[src/rtl/channel_err_inj_if.sv]
// Symbol stream into and out of the channel error injector, plus its statistics.
// slave is the injector side; master is the encoder/decoder side.
interface channel_err_inj_if #(
  parameter int W      = 2,
  parameter int MAXB_W = 3,
  parameter int CT_W   = 16
);
  logic              valid_i;
  logic [W-1:0]      sym_i;
  logic [1:0]        mode_i;
  logic [MAXB_W-1:0] burst_len_i;
  logic              force_i;
  logic              valid_o;
  logic [W-1:0]      sym_o;
  logic [W-1:0]      err_o;
  logic              burst_o;
  logic [CT_W-1:0]   sym_ct_o;
  logic [CT_W-1:0]   bad_bit_ct_o;

  modport slave (
    input  valid_i, sym_i, mode_i, burst_len_i, force_i,
    output valid_o, sym_o, err_o, burst_o, sym_ct_o, bad_bit_ct_o
  );
  modport master (
    output valid_i, sym_i, mode_i, burst_len_i, force_i,
    input  valid_o, sym_o, err_o, burst_o, sym_ct_o, bad_bit_ct_o
  );
endinterface

[src/rtl/channel_err_inj.sv]
// Channel error injector: XORs random single-bit errors or bursts into a coded
// symbol stream, one cycle latency, with saturating symbol/flipped-bit counters.
module channel_err_inj #(
  parameter int          W         = 2,
  parameter int          RATE_BITS = 5,
  parameter int          MAXB_W    = 3,
  parameter int          CT_W      = 16,
  parameter logic [15:0] SEED      = 16'hACE1
) (
  input  logic             clk,
  input  logic             rst,
  channel_err_inj_if.slave bus
);
  localparam int PW = $clog2(W + 1);

  typedef enum logic {IDLE, BURST} state_t;

  state_t            state, nxt_state;
  logic [15:0]       lfsr, lfsr_nxt;
  logic [MAXB_W-1:0] rem, nxt_rem;
  logic [1:0]        lmode, nxt_lmode;
  logic [W-1:0]      mask, bit0, rnd_raw, rnd_mask, hit_mask;
  logic              trig;
  logic [PW-1:0]     pop;
  logic [CT_W:0]     bad_sum;

  assign trig     = &lfsr[RATE_BITS-1:0];
  assign lfsr_nxt = lfsr[0] ? ((lfsr >> 1) ^ 16'hB400) : (lfsr >> 1);
  assign bit0     = W'(1);
  assign hit_mask = bit0 << (lfsr[15:8] % 8'(W));
  // An all-zero random mask would silently skip a burst symbol; fall back to bit 0.
  assign rnd_mask = (rnd_raw == '0) ? bit0 : rnd_raw;

  always_comb begin
    rnd_raw = '0;
    for (int i = 0; i < W && i < 16; i++) rnd_raw[i] = lfsr[i];
  end

  always_comb begin
    mask      = '0;
    nxt_state = state;
    nxt_rem   = rem;
    nxt_lmode = lmode;
    if (bus.valid_i) begin
      if (state == IDLE) begin
        if (bus.mode_i != 2'b00 && (trig || bus.force_i)) begin
          if (bus.mode_i == 2'b01) begin
            mask = hit_mask;
          end else begin
            mask      = (bus.mode_i == 2'b10) ? bit0 : rnd_mask;
            nxt_rem   = (bus.burst_len_i == '0) ? '0 : bus.burst_len_i - 1'b1;
            nxt_lmode = bus.mode_i;
            if (nxt_rem != '0) nxt_state = BURST;
          end
        end
      end else if (bus.mode_i == 2'b00) begin
        nxt_rem   = '0;
        nxt_state = IDLE;
      end else begin
        mask    = (lmode == 2'b10) ? bit0 : rnd_mask;
        nxt_rem = rem - 1'b1;
        if (rem == MAXB_W'(1)) nxt_state = IDLE;
      end
    end
  end

  always_comb begin
    pop = '0;
    for (int i = 0; i < W; i++) pop = pop + PW'(mask[i]);
  end

  assign bad_sum = {1'b0, bus.bad_bit_ct_o} + (CT_W+1)'(pop);
  assign bus.burst_o = (state == BURST);

  always_ff @(posedge clk or negedge rst) begin
    if (!rst) begin
      bus.valid_o      <= 1'b0;
      bus.sym_o        <= '0;
      bus.err_o        <= '0;
      bus.sym_ct_o     <= '0;
      bus.bad_bit_ct_o <= '0;
      lfsr             <= SEED;
      state            <= IDLE;
      rem              <= '0;
      lmode            <= 2'b00;
    end else begin
      bus.valid_o <= bus.valid_i;
      if (bus.valid_i) begin
        bus.sym_o        <= bus.sym_i ^ mask;
        bus.err_o        <= mask;
        lfsr             <= lfsr_nxt;
        state            <= nxt_state;
        rem              <= nxt_rem;
        lmode            <= nxt_lmode;
        if (bus.sym_ct_o != '1) bus.sym_ct_o <= bus.sym_ct_o + 1'b1;
        bus.bad_bit_ct_o <= bad_sum[CT_W] ? '1 : bad_sum[CT_W-1:0];
      end
    end
  end
endmodule

[src/flat_wrapper.sv]
// flat-port wrapper written by rule: the top's interface ports become plain ports
module channel_err_inj_flat 
#(
  parameter int          W         = 2,
  parameter int          RATE_BITS = 5,
  parameter int          MAXB_W    = 3,
  parameter int          CT_W      = 16,
  parameter logic [15:0] SEED      = 16'hACE1
)
  (clk, rst, bus_valid_i, bus_sym_i, bus_mode_i, bus_burst_len_i, bus_force_i, bus_valid_o, bus_sym_o, bus_err_o, bus_burst_o, bus_sym_ct_o, bus_bad_bit_ct_o);
  channel_err_inj_if #(.W(W), .MAXB_W(MAXB_W), .CT_W(CT_W)) bus_i ();
  input  logic clk;
  input  logic rst;
  input wire logic [$bits(bus_i.valid_i)-1:0] bus_valid_i;
  input wire logic [$bits(bus_i.sym_i)-1:0] bus_sym_i;
  input wire logic [$bits(bus_i.mode_i)-1:0] bus_mode_i;
  input wire logic [$bits(bus_i.burst_len_i)-1:0] bus_burst_len_i;
  input wire logic [$bits(bus_i.force_i)-1:0] bus_force_i;
  output wire logic [$bits(bus_i.valid_o)-1:0] bus_valid_o;
  output wire logic [$bits(bus_i.sym_o)-1:0] bus_sym_o;
  output wire logic [$bits(bus_i.err_o)-1:0] bus_err_o;
  output wire logic [$bits(bus_i.burst_o)-1:0] bus_burst_o;
  output wire logic [$bits(bus_i.sym_ct_o)-1:0] bus_sym_ct_o;
  output wire logic [$bits(bus_i.bad_bit_ct_o)-1:0] bus_bad_bit_ct_o;
  assign bus_i.valid_i = bus_valid_i;
  assign bus_i.sym_i = bus_sym_i;
  assign bus_i.mode_i = bus_mode_i;
  assign bus_i.burst_len_i = bus_burst_len_i;
  assign bus_i.force_i = bus_force_i;
  assign bus_valid_o = bus_i.valid_o;
  assign bus_sym_o = bus_i.sym_o;
  assign bus_err_o = bus_i.err_o;
  assign bus_burst_o = bus_i.burst_o;
  assign bus_sym_ct_o = bus_i.sym_ct_o;
  assign bus_bad_bit_ct_o = bus_i.bad_bit_ct_o;
  channel_err_inj #(.W(W), .RATE_BITS(RATE_BITS), .MAXB_W(MAXB_W), .CT_W(CT_W), .SEED(SEED)) u_core (.clk(clk), .rst(rst), .bus(bus_i));
endmodule
[config.mk]
export PLATFORM = sky130hd
export DESIGN_NAME = channel_err_inj_flat
export DESIGN_NICKNAME = d
export VERILOG_FILES = /design/src/rtl/channel_err_inj_if.sv /design/src/rtl/channel_err_inj.sv /design/src/flat_wrapper.sv
export SDC_FILE = /design/constraint.sdc
export NUM_CORES = 1
export LEC_CHECK = 0
export ABC_CLOCK_PERIOD_IN_PS = 4200
export CORE_MARGIN = 3
export CORE_UTILIZATION = 30
export DETAILED_ROUTE_END_ITERATION = 12
export PLACE_DENSITY_LB_ADDON = 0.3
export SYNTH_ARGS = -nofsm -noshare
export SYNTH_HDL_FRONTEND = slang
export SYNTH_SLANG_ARGS = --single-unit
[constraint.sdc]
create_clock -name clk -period 4.2 [get_ports clk]
set_clock_uncertainty 0.1 [all_clocks]
set_input_delay 0.84 -clock clk [delete_from_list [all_inputs] [get_ports clk]]
set_output_delay 0.84 -clock clk [all_outputs]
set_load 0.03 [all_outputs]
==> results.json, run 1 <==
{
  "run_status": "finished clean",
  "ys_seq_elements": 59,
  "die_w_um": 106.5,
  "min_period_over_period_pct": 87.38,
  "postSynthCellCount": 283,
  "worst_ep_required_time_ns": 4.34,
  "cts_tree": "yes",
  "setup_violations": 0,
  "yosysWarnings": 0,
  "cts_setup_buffers": 0,
  "synth.mux.area_fraction_pct": 7.721,
  "clk_latency_ns": 0.33,
  "clkPwrFrac_pct": 26.4,
  "sequentialPowerShare_pct": 41.8,
  "syn_to_final_growth_pct": 27.75,
  "r2r_slack_ns": 0.90,
  "yosys.area_share.xor_xnor_pct": 6.647,
  "drcViolationCount": 0,
  "cts.repair.resized": 0,
  "drv.max_cap_violation_count": 0,
  "critPathLaunchType": "input port",
  "drt_iter0_markers": 85,
  "cellLeakagePower_uw": 0.001594,
  "grt_pass1_vias": 2260,
  "yosys.area_share.simple_pct": 20.93,
  "period_minus_slack_ns": 3.670,
  "hpwl_mm": 4.606,
  "crit_type": "input port to register",
  "gp_congestion": 0.7993,
  "synth_fp_nets": 299,
  "rr_startpoint": "u_core.lfsr[0]",
  "cp-startpoint": "bus_mode_i[1]",
  "cts_buffer_depth": 2,
  "die_h_um": 106.5,
  "start_util_pct": 30.86,
  "grt-ovfl-total": 0,
  "post-synth-top-area-cell": "dfrtp_1",
  "detail_route.wirelength_mm": 6.499,
  "cts_root_buf": "clkbuf_8",
  "hold_buffers": 0,
  "rsz0062_at_grt": "false",
  "h-tree-depth": 3,
  "drive_above_1_share_pct": 18.18,
  "hp-start": "u_core.lfsr[10]",
  "die_area_um2": 11340,
  "cts.sinks": 59,
  "synth_fa_ha_area_share_pct": 2.312,
  "min_path_type": "register to register",
  "core_area_um2": 9819,
  "syn_area_um2": 3030,
  "row_count": 36,
  "cts_made_buffers": 9,
  "antenna_found_initial": 0,
  "vdd_drop_max_mv": 0.2374,
  "dpl_cell_area_um2": 3643,
  "synth_top_family_by_area": "simple AND/OR/NAND/NOR gates",
  "cts.reportedPaths.clkPinSlew_ns": 0.06,
  "port_buffers": 48,
  "wire_per_inst_um": 13.71,
  "worst_slew_pin_slew_ns": 0.8227,
  "avgSynthCellArea_um2": 10.71,
  "pin_count": 49,
  "synth_top_area_share_pct": 42.11,
  "combPwrFrac_pct": 31.7,
  "finalSetupTns_ns": 0,
  "p_int_uw": 1451,
  "max-slew-margin-rel_pct": 45.16,
  "dr.pass1.iters": 4,
  "grt.total_usage_pct": 12.21,
  "power_density_nw_per_um2": 574.5,
  "final_nets": 352,
  "ant_nets": 0,
  "seq_area_frac_synth_pct": 49.05,
  "grt_max_degree": 41,
  "synth.area.top_cells": "dfrtp_1 42%, mux2_2 7.1%, dfstp_2 6.9%",
  "arrival_ns": 3.81,
  "cp-end-kind": "register",
  "synth_compound_gate_area_share_pct": 10.57,
  "grt_pass1_wl_mm": 11.12,
  "vias": 2289,
  "yosysUniqueCellTypes": 57,
  "switching_share_pct": 34.77,
  "net-switching-power_uw": 773.4,
  "via_per_inst": 4.829,
  "diodes": 0,
  "design_area_um2": 3871,
  "fmax_mhz": 272.5,
  "slew_viol_final": 0,
  "finalHoldViolations": 0,
  "cp_max_fo": 13
}
==> critical path, stage by stage <==
cell and delay (ns):
clkdlybuf4s50_1 0.62, mux2_2 0.20, nand2_1 0.07, o31ai_1 0.32
nand2_1 0.13, fa_1 0.40, inv_1 0.10, ha_1 0.21
nand3_2 0.17, nor4_4 0.34, nand3_1 0.12, buf_4 0.19
o21ai_0 0.09
==> per-layer routing <==
metal / GRT usage [%] / vias up / part of all wire [%]
li1: - / 1128 / -
met1: 16.63 / 1098 / 49
met2: 17.92 / 51 / 44
met3: 3.097 / 12 / 4.9
met4: 6.210 / 0 / 2.0
met5: 0 / - / 0
==> stage by stage <==
step | hold WS, ns | utilization [%] | setup slack [ns] | cells | total power (uW)
global placement | 0.3698 | 37.11 | 0.3339 | 458 | 1641
global route | 0.4235 | 39.42 | 0.2930 | 474 | 2365
floorplan | 0.3558 | - | 0.9830 | 283 | 1380
CTS | 0.3913 | 39.42 | 0.5560 | 474 | 2252
detailed placement | 0.3745 | 37.11 | 0.2232 | 458 | 1650
finish | 0.3887 | 39.42 | 0.5300 | 474 | 2224
==> final cells by class <==
cell class | instances | area [um2]
clock buffers | 12 | 155.1
clock inverters | 4 | 72.57
fillers | 991 | 5948
inverters | 8 | 30.03
multi-input cells | 206 | 1460
flip-flops and latches | 59 | 1486
well taps | 133 | 166.4
repair buffers | 52 | 500.5
==> worst paths after layout <==
check	end	cells after the start
min	u_core.lfsr[10]	2
max reg2reg	u_core.bus.bad_bit_ct_o[5]	12
min in group asynchronous	u_core.bus.valid_o	1
max	u_core.bus.bad_bit_ct_o[5]	13
max in group asynchronous	u_core.bus.sym_ct_o[4]	2
min reg2reg	u_core.lfsr[10]	2
==> state kept, by name (all words and copies together), names as in the netlist <==
signal                   count
u_core.bus.sym_ct_o         16
u_core.rem                   3
u_core.lmode                 2
u_core.bus.burst_o           1
u_core.lfsr                 16
u_core.bus.sym_o             2
u_core.bus.err_o             2
u_core.bus.bad_bit_ct_o     16
u_core.bus.valid_o           1
==> kinds of logic after synthesis <==
family,after synthesis
adders and majority gates,5
muxes,21
xor gates and xnor gates,23
buffers and inverters,18
DFF,59
and+or+nand+nor,110
AOI/OAI and AO/OA,47
==> layout by cell type (no fill, tap or decap), drive strengths merged, types with 3 or more instances in the layout <==
master         instances
o2111ai                4
o31ai                  3
nor2                  19
mux2                  19
nor3                   6
nand2b                 5
a21oi                 10
ha                     4
nor2b                  3
nand3                 15
dfrtp                 51
clkdlybuf4s50         46
a31oi                  4
inv                    8
and3                   7
nand4                  8
nor4                   3
clkbuf                12
dfstp                  8
o21ai                 12
and4                   3
buf                    6
xnor2                 19
and2                   4
nand2                 28
xor2                   4
==> cells in the mapped netlist, drive strengths merged <==
| cell | instances |
|---|---|
| nand3b | 1 |
| and4 | 3 |
| nor4b | 1 |
| buf | 8 |
| o211ai | 2 |
| a211o | 1 |
| a21boi | 1 |
| xnor2 | 19 |
| a41oi | 2 |
| nand4b | 2 |
| a311oi | 1 |
| nand2b | 5 |
| dfstp | 8 |
| nand4 | 8 |
| clkbuf | 2 |
| nor4 | 3 |
| o2111ai | 4 |
| or2 | 2 |
| and2 | 4 |
| inv | 8 |
| o21a | 1 |
| and3 | 7 |
| a31oi | 4 |
| a21oi | 10 |
| nor2b | 3 |
| o21ai | 12 |
| nand3 | 15 |
| nor2 | 19 |
| mux2 | 19 |
| fa | 1 |
| o31a | 1 |
| o41ai | 2 |
| xor2 | 4 |
| a211oi | 1 |
| ha | 4 |
| dfrtp | 51 |
| nor3 | 6 |
| nand2 | 28 |
| o22ai | 1 |
| nor3b | 1 |
| mux2i | 2 |
| o31ai | 3 |
| a22oi | 1 |
| or4 | 2 |
==> power groups by stage <==
stage	registers (uW)	logic [uW]	clock network, uW
4_1_cts	931	715	605
6_report	930	706	588
3_3_place_gp	936	705	0
3_5_place_dp	940	710	0
5_1_grt	962	775	628
2_1_floorplan	1020	362	0
(Power assumes the default switching activity.)
==> run 2, diff against run 1 <==
- CORE_UTILIZATION: 30 -> 25
==> results.json, run 2 (synthesis gave the netlist of run 1 again) <==
{
  "run_status": "finished clean",
  "vias": 2283,
  "cts_tree": "yes",
  "detail_route.wirelength_mm": 6.783,
  "cts_made_buffers": 9,
  "slew_viol_final": 0,
  "mostFrequentLayoutCells": "51 x dfrtp_1, 46 x clkdlybuf4s50_1, 28 x nand2_1",
  "vdd_drop_max_mv": 0.3614,
  "grt_max_degree": 41,
  "cts_setup_buffers": 0,
  "syn_to_final_growth_pct": 29.73,
  "antenna_found_initial": 0,
  "r2r_slack_ns": 0.91,
  "via_per_inst": 4.717,
  "reg.largest.list": "u_core.bus.bad_bit_ct_o x16, u_core.bus.sym_ct_o x16, u_core.lfsr x16",
  "gp_congestion": 0.7885,
  "die_h_um": 116.1,
  "drv.max_cap_violation_count": 0,
  "cp_max_fo": 13,
  "min_path_type": "register to register",
  "die_area_um2": 13480,
  "cts_buffer_depth": 2,
  "die_w_um": 116.1,
  "period_minus_slack_ns": 3.616,
  "cp-end-kind": "register",
  "min_period_over_period_pct": 86.09,
  "power_density_nw_per_um2": 587.3,
  "fin_cells": 484,
  "core_area_um2": 11610,
  "final_nets": 352,
  "start_util_pct": 26.09,
  "critPathMostFrequentCell": "nand2_1",
  "dr.pass1.iters": 4,
  "setup_violations": 0,
  "design_area_um2": 3931,
  "path_buf_inv": 3,
  "ant_nets": 0,
  "crit_type": "input port to register",
  "drive_above_1_share_pct": 17.89,
  "worst_ep_required_time_ns": 4.34,
  "pin_count": 49,
  "port_buffers": 48,
  "cts.sinks": 59,
  "arrival_ns": 3.76,
  "grt_pass1_vias": 2347,
  "max-slew-margin-rel_pct": 40.71,
  "drcViolationCount": 0,
  "max_stage_delay_ns": 0.63,
  "placedCellCount": 468,
  "crit_family": "buffers and inverters",
  "hpwl_mm": 4.763,
  "clk_latency_ns": 0.32,
  "dpl_cell_area_um2": 3656,
  "grt.total_usage_pct": 10.97,
  "row_count": 39,
  "drt_iter0_markers": 136,
  "cellLeakagePower_uw": 0.001620,
  "diodes": 0,
  "critPathLaunchType": "input port",
  "finalHoldViolations": 0,
  "fmax_mhz": 276.6,
  "h-tree-depth": 3,
  "hold_buffers": 0,
  "worst_slew_pin_slew_ns": 0.8893,
  "final_common_cell": "dfrtp_1",
  "cts.repair.resized": 0,
  "wire_per_inst_um": 14.01,
  "grt-ovfl-total": 0,
  "crit_path_top_delay_cell": "clkdlybuf4s50_1",
  "utilization_pct": 33.85,
  "crit_chain": "clkdlybuf4s50_1 > mux2_2 > nand2_1 > o31ai_1 > nand2_1 > fa_1 > inv_1 > ha_1 > nand3_2 > nor4_4 > nand3_1 > buf_4 > o21ai_0",
  "rsz0062_at_grt": "false",
  "finalSetupTns_ns": 0,
  "cts_root_buf": "clkbuf_16",
  "cts.reportedPaths.clkPinSlew_ns": 0.05,
  "grt_pass1_wl_mm": 11.59
}
## run 2: changes by cell type in the layout (fill, tap and decap cells not counted)
cell / delta
bufinv_16: -2
clkbuf_8: -9
clkbuf_16: +9
clkinv_2: +2
clkinvlp_4: -1
clkbuf_1: +1
## run 2: layer usage
layer	routed length, um	GRT usage (%)	up-vias
met1	3342	14.10	1092
li1	-	-	1137
met3	256	3.005	7
met5	0	0	-
met4	112	5.182	0
met2	3071	17.18	47
## run 2: final timing paths
kind	depth (start not counted)	end	startpoint
setup / recovery	13	u_core.bus.bad_bit_ct_o[13]	bus_mode_i[1]
hold / removal	2	u_core.lfsr[10]	u_core.lfsr[10]
setup reg to reg	12	u_core.bus.bad_bit_ct_o[13]	u_core.lfsr[0]
hold reg to reg	2	u_core.lfsr[10]	u_core.lfsr[10]
max in group asynchronous	2	u_core.lfsr[10]	rst
min in group asynchronous	1	u_core.lmode[0]	rst
## run 2: cell type report
cell class | instances | area [um2]
Clock buffer | 13 | 260.3
Clock inverter | 3 | 15.01
Fill cell | 1189 | 7682
Inverter | 8 | 30.03
Multi-Input combinational cell | 206 | 1460
Sequential cell | 59 | 1486
Tap cell | 143 | 178.9
Timing Repair Buffer | 52 | 500.5
## run 2: report_power, final
part           internal (uW)  switching [uW]  leakage, uW
Sequential               755             176     0.000731
Clock                    428             241     0.000139
Combinational            331             378     0.000750
Total                   1510             795      0.00162
## run 2: per-stage QoR
| step | power, uW | hold slack (ns) | worst slack [ns] |
|---|---|---|---|
| 3_5_place_dp | 1654 | 0.3738 | 0.2414 |
| 5_1_grt | 2466 | 0.4205 | 0.2436 |
| 6_report | 2309 | 0.3922 | 0.5843 |
| 3_3_place_gp | 1641 | 0.3723 | 0.3257 |
| 2_1_floorplan | 1380 | 0.3558 | 0.9830 |
| 4_1_cts | 2346 | 0.3856 | 0.5718 |
## run 2: worst min-delay path, stage by stage, from the launching register on
cell	delay, ns
dfstp_2	0.36
nor2_1	0.07
a21oi_1	0.05
==> run 3, diff against run 2 <==
- CORE_UTILIZATION: 25 -> 53
==> results.json, run 3 (synthesis gave the netlist of run 1 again) <==
{
  "run_status": "finished clean",
  "cts_setup_buffers": 0,
  "drt_iter0_markers": 136,
  "die_h_um": 81.62,
  "h-tree-depth": 3,
  "cp_max_fo": 13,
  "port_buffers": 48,
  "met3_wirelength_um": 329,
  "crit_path_top_delay_cell": "clkdlybuf4s50_1",
  "cts_tree": "yes",
  "start_util_pct": 57.15,
  "grt.total_usage_pct": 20.71,
  "drv.max_cap_violation_count": 0,
  "via_per_inst": 5.593,
  "wl_met2_mm": 2.872,
  "min_period_over_period_pct": 87.62,
  "reg.largest.list": "u_core.bus.bad_bit_ct_o x16, u_core.bus.sym_ct_o x16, u_core.lfsr x16",
  "period_minus_slack_ns": 3.680,
  "drive_above_1_share_pct": 17.35,
  "pin_count": 49,
  "crit_type": "input port to register",
  "worst_slew_pin_slew_ns": 0.7298,
  "grt-ovfl-total": 0,
  "detail_route.wirelength_mm": 6.119,
  "syn_to_final_growth_pct": 22.79,
  "cts.reportedPaths.clkPinSlew_ns": 0.06,
  "rsz0062_at_grt": "false",
  "antenna_found_initial": 0,
  "slew_viol_final": 0,
  "grt_max_degree": 41,
  "cts_root_buf": "clkbuf_8",
  "max-slew-margin-rel_pct": 51.35,
  "die_area_um2": 6661,
  "crit_chain": "clkdlybuf4s50_1 > mux2_2 > nand2_1 > o31ai_1 > nand2_1 > fa_1 > inv_1 > ha_1 > nand3_2 > nor4_4 > nand3_1 > o21ai_0",
  "grt_pass1_wl_mm": 10.65,
  "fin_hold_ws_ns": 0.3884,
  "cts_made_buffers": 9,
  "gp_congestion": 0.8394,
  "clk_latency_ns": 0.32,
  "arrival_ns": 3.81,
  "wire_per_inst_um": 14.92,
  "dpl_cell_area_um2": 3557,
  "finalHoldViolations": 0,
  "core_area_um2": 5303,
  "grt_pass1_vias": 2357,
  "vias": 2293,
  "vdd_drop_max_mv": 0.3838,
  "critPathLaunchType": "input port",
  "cts.sinks": 59,
  "cts.repair.resized": 0,
  "die_w_um": 81.62,
  "drcViolationCount": 0,
  "p_total_uw": 2076,
  "min_path_type": "register to register",
  "max_stage_delay_ns": 0.61,
  "dr.pass1.iters": 4,
  "worst_ep_required_time_ns": 4.33,
  "hold_buffers": 0,
  "finalSetupTns_ns": 0,
  "mostFrequentLayoutCells": "51 x dfrtp_1, 46 x clkdlybuf4s50_1, 28 x nand2_1",
  "r2r_slack_ns": 0.87,
  "design_area_um2": 3721,
  "cellLeakagePower_uw": 0.001565,
  "fillers": 411,
  "fmax_mhz": 271.7,
  "cts_buffer_depth": 2,
  "hpwl_mm": 4.389,
  "final_common_cell": "dfrtp_1",
  "routedLengthMet1_mm": 2.798,
  "cp-end-kind": "register",
  "diodes": 0,
  "utilization_pct": 70.17,
  "top_layer_used": "met4",
  "critPathMostFrequentCell": "nand2_1",
  "row_count": 26,
  "ant_nets": 0,
  "final_nets": 351,
  "setup_violations": 0,
  "power_density_nw_per_um2": 557.8
}
==> run 3: final timing paths <==
kind,endpoint,depth (start not counted),from
max,u_core.bus.bad_bit_ct_o[6],12,bus_mode_i[1]
min in group asynchronous,u_core.rem[2],1,rst
min reg2reg,u_core.lfsr[10],2,u_core.lfsr[10]
min,u_core.lfsr[10],2,u_core.lfsr[10]
max reg2reg,u_core.bus.bad_bit_ct_o[6],11,u_core.lfsr[0]
max in group asynchronous,u_core.lfsr[15],2,rst
==> run 3: per-layer routing <==
metal  GRT usage (%)  up-vias
li1                -     1122
met1           27.07     1095
met2           33.22       62
met3           3.838       14
met4           9.967        0
met5               0        -
==> run 3: cell type report <==
| type | instances | area [um2] | share of cell area [%] |
|---|---|---|---|
| clock buffer | 13 | 148.9 | 4.001 |
| clock inverter | 3 | 15.01 | 0.4035 |
| inverter | 8 | 30.03 | 0.8070 |
| multi-input combinational | 206 | 1460 | 39.24 |
| sequential | 59 | 1486 | 39.95 |
| tap | 70 | 87.58 | 2.354 |
| timing repair buffer | 51 | 493.0 | 13.25 |
==> run 3: metrics by stage <==
| step | setup slack, ns | cells |
|---|---|---|
| 3_3_place_gp | 0.2799 | 394 |
| 4_1_cts | 0.4989 | 410 |
| 2_1_floorplan | 0.9830 | 283 |
| 3_5_place_dp | 0.1885 | 394 |
| 5_1_grt | 0.2581 | 410 |
| 6_report | 0.5198 | 410 |
==> run 3: worst max-delay path: cells and delay by family <==
family,cells,cell delay (ns)
AOI/OAI and AO/OA,2,0.49
adders and majority gates,2,0.58
buffers and inverters,2,0.69
muxes,1,0.20
and+or+nand+nor,5,1.00
==> run 3: power by group <==
group | switching (uW) | internal, uW
registers | 182 | 754
clock network | 208 | 228
logic | 374 | 329
